<file path="src/rtl/gin_buffered_bus.sv">
`default_nettype none
// ============================================================================
//  Module   : gin_buffered_bus
//  Brief    : Global-input-network row bus. Multicasts each tagged value from
//             the slave side into a private FIFO of every master whose
//             scan-loaded ID matches the tag. Supports a broadcast tag, counts
//             unmatched transfers and reports a busy status.
//  Revision : 1.0  initial release
// ============================================================================
module gin_buffered_bus #(
   parameter int MASTER_NUMS = 14,
   parameter int ID_LEN      = 5,
   parameter int VALUE_LEN   = 32,
   parameter int MA_Y        = 0,
   parameter int FIFO_DEPTH  = 2,
   parameter int BCAST_EN    = 1
) (
   input  logic                                  clk,
   input  logic                                  rst,
   output logic                                  ready,
   input  logic [VALUE_LEN+ID_LEN:0]             enable_tag_value,
   input  logic [MASTER_NUMS-1:0]                master_ready,
   output logic [(VALUE_LEN+1)*MASTER_NUMS-1:0]  master_enable_data,
   input  logic                                  set_id,
   input  logic [ID_LEN-1:0]                     id_scan_in,
   output logic [ID_LEN-1:0]                     id_scan_out,
   output logic [15:0]                           drop_cnt,
   output logic                                  busy
);

   localparam int              PTR_W   = $clog2(FIFO_DEPTH);
   localparam logic [PTR_W:0]  C_DEPTH = (PTR_W+1)'(FIFO_DEPTH);
   localparam logic [15:0]     C_SAT   = 16'hFFFF;

   // FIFO_DEPTH must be a power of two >= 2 so the pointers wrap naturally;
   // MA_Y is a debug-only row index and must be non-negative.
   if (FIFO_DEPTH < 2 || (FIFO_DEPTH & (FIFO_DEPTH - 1)) != 0 || MA_Y < 0) begin : g_bad_params
      $error("gin_buffered_bus: illegal FIFO_DEPTH or MA_Y");
   end

   // Slave-side field split
   logic                  enable_w;
   logic [ID_LEN-1:0]     tag_w;
   logic [VALUE_LEN-1:0]  value_w;

   assign enable_w = enable_tag_value[VALUE_LEN+ID_LEN];
   assign tag_w    = enable_tag_value[VALUE_LEN +: ID_LEN];
   assign value_w  = enable_tag_value[VALUE_LEN-1:0];

   logic [ID_LEN-1:0]       ids_q [MASTER_NUMS];
   logic [MASTER_NUMS-1:0]  match_w;
   logic [MASTER_NUMS-1:0]  full_w;
   logic [MASTER_NUMS-1:0]  nonempty_w;
   logic                    xfer_w;
   logic [15:0]             drop_q, drop_d;

   // ID scan chain: shifts one position per set_id cycle, id[0] takes the input
   always_ff @(posedge clk or negedge rst) begin
      if (!rst) begin
         for (int i = 0; i < MASTER_NUMS; i++) ids_q[i] <= '0;
      end else if (set_id) begin
         ids_q[0] <= id_scan_in;
         for (int i = 1; i < MASTER_NUMS; i++) ids_q[i] <= ids_q[i-1];
      end
   end

   assign id_scan_out = ids_q[MASTER_NUMS-1];

   // Tag match per master; the all-ones tag reaches everyone when broadcast is on
   always_comb begin
      match_w = '0;
      for (int i = 0; i < MASTER_NUMS; i++) begin
         match_w[i] = (tag_w == ids_q[i]) ||
                      ((BCAST_EN != 0) && (tag_w == {ID_LEN{1'b1}}));
      end
   end

   // Ready depends only on IDs, tag and FIFO fullness so the multicast is
   // all-or-nothing; a full FIFO blocks even if it pops this cycle.
   assign ready  = !set_id && (&(~match_w | ~full_w));
   assign xfer_w = enable_w && ready;
   assign busy   = |nonempty_w;

   // Saturating count of accepted transfers that reached no master
   always_comb begin
      drop_d = drop_q;
      if (xfer_w && (match_w == '0) && (drop_q != C_SAT)) drop_d = drop_q + 16'd1;
   end

   // Drop counter register
   always_ff @(posedge clk or negedge rst) begin
      if (!rst) drop_q <= '0;
      else      drop_q <= drop_d;
   end

   assign drop_cnt = drop_q;

   // One FIFO per master; head value comes straight out of the storage array
   for (genvar g = 0; g < MASTER_NUMS; g++) begin : g_master
      logic [VALUE_LEN-1:0] mem_q [FIFO_DEPTH];
      logic [PTR_W-1:0]     wr_q, wr_d;
      logic [PTR_W-1:0]     rd_q, rd_d;
      logic [PTR_W:0]       cnt_q, cnt_d;
      logic                 push_w, pop_w;

      assign push_w        = xfer_w && match_w[g];
      assign pop_w         = nonempty_w[g] && master_ready[g];
      assign full_w[g]     = (cnt_q == C_DEPTH);
      assign nonempty_w[g] = (cnt_q != '0);

      // Pointer and occupancy next state; push+pop together leaves count alone
      always_comb begin
         wr_d  = wr_q;
         rd_d  = rd_q;
         cnt_d = cnt_q;
         if (push_w) wr_d = wr_q + 1'b1;
         if (pop_w)  rd_d = rd_q + 1'b1;
         case ({push_w, pop_w})
            2'b10:   cnt_d = cnt_q + 1'b1;
            2'b01:   cnt_d = cnt_q - 1'b1;
            default: cnt_d = cnt_q;
         endcase
      end

      // FIFO state and storage registers
      always_ff @(posedge clk or negedge rst) begin
         if (!rst) begin
            wr_q  <= '0;
            rd_q  <= '0;
            cnt_q <= '0;
            for (int k = 0; k < FIFO_DEPTH; k++) mem_q[k] <= '0;
         end else begin
            wr_q  <= wr_d;
            rd_q  <= rd_d;
            cnt_q <= cnt_d;
            if (push_w) mem_q[wr_q] <= value_w;
         end
      end

      assign master_enable_data[g*(VALUE_LEN+1) +: (VALUE_LEN+1)] =
         {nonempty_w[g], mem_q[rd_q]};
   end

endmodule
`default_nettype wire
</file>
<file path="config.mk">
export PLATFORM = sky130hd
export DESIGN_NAME = gin_buffered_bus
export DESIGN_NICKNAME = d
export VERILOG_FILES = /design/src/rtl/gin_buffered_bus.sv
export SDC_FILE = /design/constraint.sdc
export NUM_CORES = 1
export LEC_CHECK = 0
export ABC_AREA = 1
export ABC_CLOCK_PERIOD_IN_PS = 3600
export BUFFER_PORTS_ARGS = -buffer_cell sky130_fd_sc_hd__buf_4
export CAP_MARGIN = 0
export CELL_PAD_IN_SITES_DETAIL_PLACEMENT = 1
export CELL_PAD_IN_SITES_GLOBAL_PLACEMENT = 2
export CORE_MARGIN = 2
export CORE_UTILIZATION = 36
export CTS_BUF_LIST = sky130_fd_sc_hd__clkbuf_8
export CTS_CLUSTER_SIZE = 28
export DETAILED_ROUTE_END_ITERATION = 6
export PLACE_DENSITY = 0.93
export REMOVE_ABC_BUFFERS = 1
export SLEW_MARGIN = 20
export SYNTH_ARGS = -nofsm -noshare
export SYNTH_HDL_FRONTEND = slang
export SYNTH_SLANG_ARGS = --single-unit
</file>
<file path="constraint.sdc">
create_clock -name clk -period 3.6 [get_ports clk]
set_clock_uncertainty 0.2 [all_clocks]
set_input_delay 0 -clock clk [delete_from_list [all_inputs] [get_ports clk]]
set_output_delay 0 -clock clk [all_outputs]
set_load 0.02 [all_outputs]
</file>
==> metrics.md <==
| Metric | Value |
|---|---|
| Clock network power share | `0.215` |
| Hold/Removal Path Class | `primary input to register` |
| Initial DRC Count | `just under 5000` |
| F_max | `0.291 GHz` |
| Total die area | `142000 sq um` |
| Min Tclk post-route | `3.44 ns` |
| CP arrival | `4.06 ns` |
| Die extent in y | `377 um` |
| Final ANT Viol Nets | `0` |
| Setup violations, final | `0` |
| H-tree levels | `4` |
| Post-route DRC | `0` |
| Max FO, Critical Path | `28` |
| Pint | `28.1 mW` |
| Area Overhead vs Synth | `21.9%` |
| Period utilisation layout | `0.954` |
| WS Path Type | `register to register` |
| Seq/Total Area, Yosys | `0.520` |
| Max-capacitance violation count | `0` |
| Psw | `23.1 mW` |
| Flop pwr share | `0.351` |
| Clk sinks | `1038` |
| RSZ-0062 raised after global routing | `no` |
| Worst rel slew slack | `0.413` |
| FF-to-FF path depth | `16` |
| Share of layout cells above drive strength 1 | `0.144` |
| Peak VDD IR | `0.354 mV` |
| Worst Setup End Kind | `register` |
| Total negative slack | `0 ns` |
| Via count | `49400` |
| Tot GR Track Use | `0.312` |
| Site Rows | `136` |
| CP Launch Point | `id_scan_out[4]` |
| Number of distinct library cells after synthesis | `31` |
| Critical Path RT | `4.22 ns` |
| Initial antenna violation count | `18` |
| Power density over the cells | `841 nW/um^2` |
| Hold Crit Depth | `6` |
| Io pins | `545` |
| Core Region | `~140000 sq um` |
| Post-Syn Area | `between 40000 and 50000 sq um` |
| Worst skew pair latency | `0.97 ns` |
| Switching share of power | `0.451` |
| Clk pin slew, worst setup/hold paths | `approximately 0.060 ns` |
| Clk root buf | `clkbuf_8` |
| Placed wire-length estimate | `122000 um` |
| Worst slew pin tran | `0.880 ns` |
| Status | `completed` |
| Port buffer count | `544` |
| R2r startpoint | `id_scan_out[4]` |
| Final Hold Fails | `0` |
| TritonCTS clock tree | `yes` |
| Drt pass-1 iters | `5` |
| Synthesized flop and latch total | `1038` |
| Nets | `roughly 7000` |
| R2r endpoint | `g_master[7].cnt_q[0]` |
| Synthesis Warnings | `0` |
| Die extent in x | `around 380 um` |
| Initial Util | `0.363` |
| Pin count of the biggest net entering global routing | `160` |
| R2R setup slack | `0.16 ns` |
| Syn Area/Cell | `7.70 sq um` |
| Vias per Instance | `5.57` |
| Vias in the first global route | `between 50000 and 60000` |
| Slew Viols, Final | `0` |
| Placed Area | `roughly 55000 sq um` |
| Clock tree buffer depth | `3` |
| Comb pwr share | `0.433` |
| Final Instance Area | `60900 sq um` |
| CP Launch Type | `register` |
| Hold path endpoint | `id_scan_out[1]` |
| Leak | `33.9 nW` |
| Mapped Cells | `6491` |
| GPL Wtd Cong | `0.833` |
| Grt ovf | `0` |
| Total Routed Length | `225000 um` |
| CTS Buf Count | `185` |
| First-pass GRT wire length | `331000 um` |
| Hold_sp | `set_id` |
| Total power | `51.2 mW` |
| Avg WL per Cell | `25.4 um` |
==> worst max path at each step <==
stage	to	slack, ns	cells past startpoint
after global routing	g_master[9].mem_q[60]	0.0008	16
after global placement	drop_cnt[4]	0.30	16
after CTS	g_master[9].mem_q[60]	0.02	16
after detailed placement	drop_cnt[9]	0.17	16
after floorplan	drop_cnt[0]	-27.53	12
final	g_master[7].cnt_q[0]	0.16	16
==> power by group through the flow <==
stage	sequential, mW	clock (mW)	combinational [mW]
2_1_floorplan	18.0	0	9.97
3_3_place_gp	17.9	0	21.1
3_5_place_dp	18.1	0	21.6
4_1_cts	17.9	11.2	22.0
5_1_grt	18.5	11.7	23.8
6_report	18.0	11.0	22.2
==> through the flow <==
| step | worst slack (ns) | hold WS (ns) | utilization | instances |
|---|---|---|---|---|
| global placement | 0.299 | -0.00704 | 0.400 | 8367 |
| CTS | 0.0236 | 0.00905 | 0.441 | 8851 |
| finish | 0.164 | 0.130 | 0.442 | 8866 |
| detailed placement | 0.166 | 0.00742 | 0.400 | 8367 |
| floorplan | -27.53 | -0.496 | - | 5874 |
| global route | 0.000823 | 0.135 | 0.442 | 8857 |
==> final cells by class <==
| class | count | area [sq um] |
|---|---|---|
| inverter | 117 | 442 |
| timing repair buffer | 868 | 7690 |
| fill | 16600 | 76800 |
| clock inverter | 99 | 561 |
| tap | 1794 | 2240 |
| clock buffer | 220 | 3030 |
| sequential | 1038 | 26000 |
| antenna | 11 | 27.5 |
| multi-input combinational | 4719 | 20900 |
==> metal layers <==
metal | track usage | up-vias | part of all wire
met4 | 0.137 | 4 | 0.044
met5 | 0 | - | 0.000075
met2 | 0.483 | 1902 | 0.46
li1 | - | 21900 | -
met1 | 0.421 | 25100 | 0.42
met3 | 0.0644 | 428 | 0.076
==> state kept, by name, indices dropped and copies added, names as in the netlist <==
| register | cells |
|---|---|
| g_master.cnt_q | 28 |
| ids_q | 65 |
| drop_cnt | 16 |
| id_scan_out | 5 |
| g_master.mem_q | 896 |
| g_master.rd_q | 14 |
| g_master.wr_q | 14 |
==> placed cells by master (no fill, tap or decap), types with 6 or more instances in the layout <==
master,Yosys,routed
buf_12,0,21
clkinv_1,14,12
xor2_1,54,54
a21oi_1,15,15
buf_4,24,682
dfrtp_1,1038,1038
o21ai_0,59,59
buf_16,0,25
nand2_1,3485,3474
ha_1,15,15
nand4_2,9,9
nor2_1,69,69
nand3_1,35,32
clkinv_2,0,11
dlygate4sd3_1,0,132
clkinv_8,0,6
diode_2,0,11
inv_1,100,173
xnor2_1,37,37
nand2_2,5,16
clkbuf_8,0,220
nand4_1,920,920
==> cells in the mapped netlist, drive strengths merged <==
cell type,number,area share
nand2,3490,0.26
dfrtp,1038,0.52
nand4,929,0.12
clkbuf,376,0.028
buf,241,0.025
inv,103,0.0077
nor2,70,0.0053
o21ai,60,0.0060
xor2,54,0.0095
xnor2,37,0.0065
nand3,36,0.0037
a21oi,15,0.0015
ha,15,0.0038
clkinv,14,0.0011
nor3,7,0.00090
nor4,2,0.00025
and3,1,0.00013
nand3b,1,0.00015
nor3b,1,0.00015
o2111ai,1,0.00018
==> repair_timing <==
item,4_1_cts,5_1_grt
endpoints found under the hold margin,2076,0
setup buffers,0,1
hold buffers,165,0
setup endpoints to repair,7,11
pin swaps,0,1
cloned,0,3
resized for setup,1,11
==> kinds of logic after synthesis <==
| group | synth area share |
|---|---|
| simple gates | 0.390 |
| flops | 0.520 |
| buf+inv | 0.0624 |
| xor+xnor | 0.0159 |
| compound gates | 0.00769 |
| fa+ha+maj | 0.00376 |
==> worst max-delay path: stages, from the launching register on <==
cell and delay, ns:
dfrtp_1 0.41, inv_1 0.11, nand2_1 0.07, nand2_1 0.07
nor2_1 0.06, nand3_1 0.18, nand2_2 0.08, nand2_1 0.08
nand2_1 0.06, nor2_1 0.11, nand2_1 0.14, nor3_4 0.26
clkbuf_16 0.32, nand2_1 0.11, ha_1 0.33, dlygate4sd3_1 0.58
xnor2_1 0.13
No activity file was read; power rests on OpenSTA's default activity.
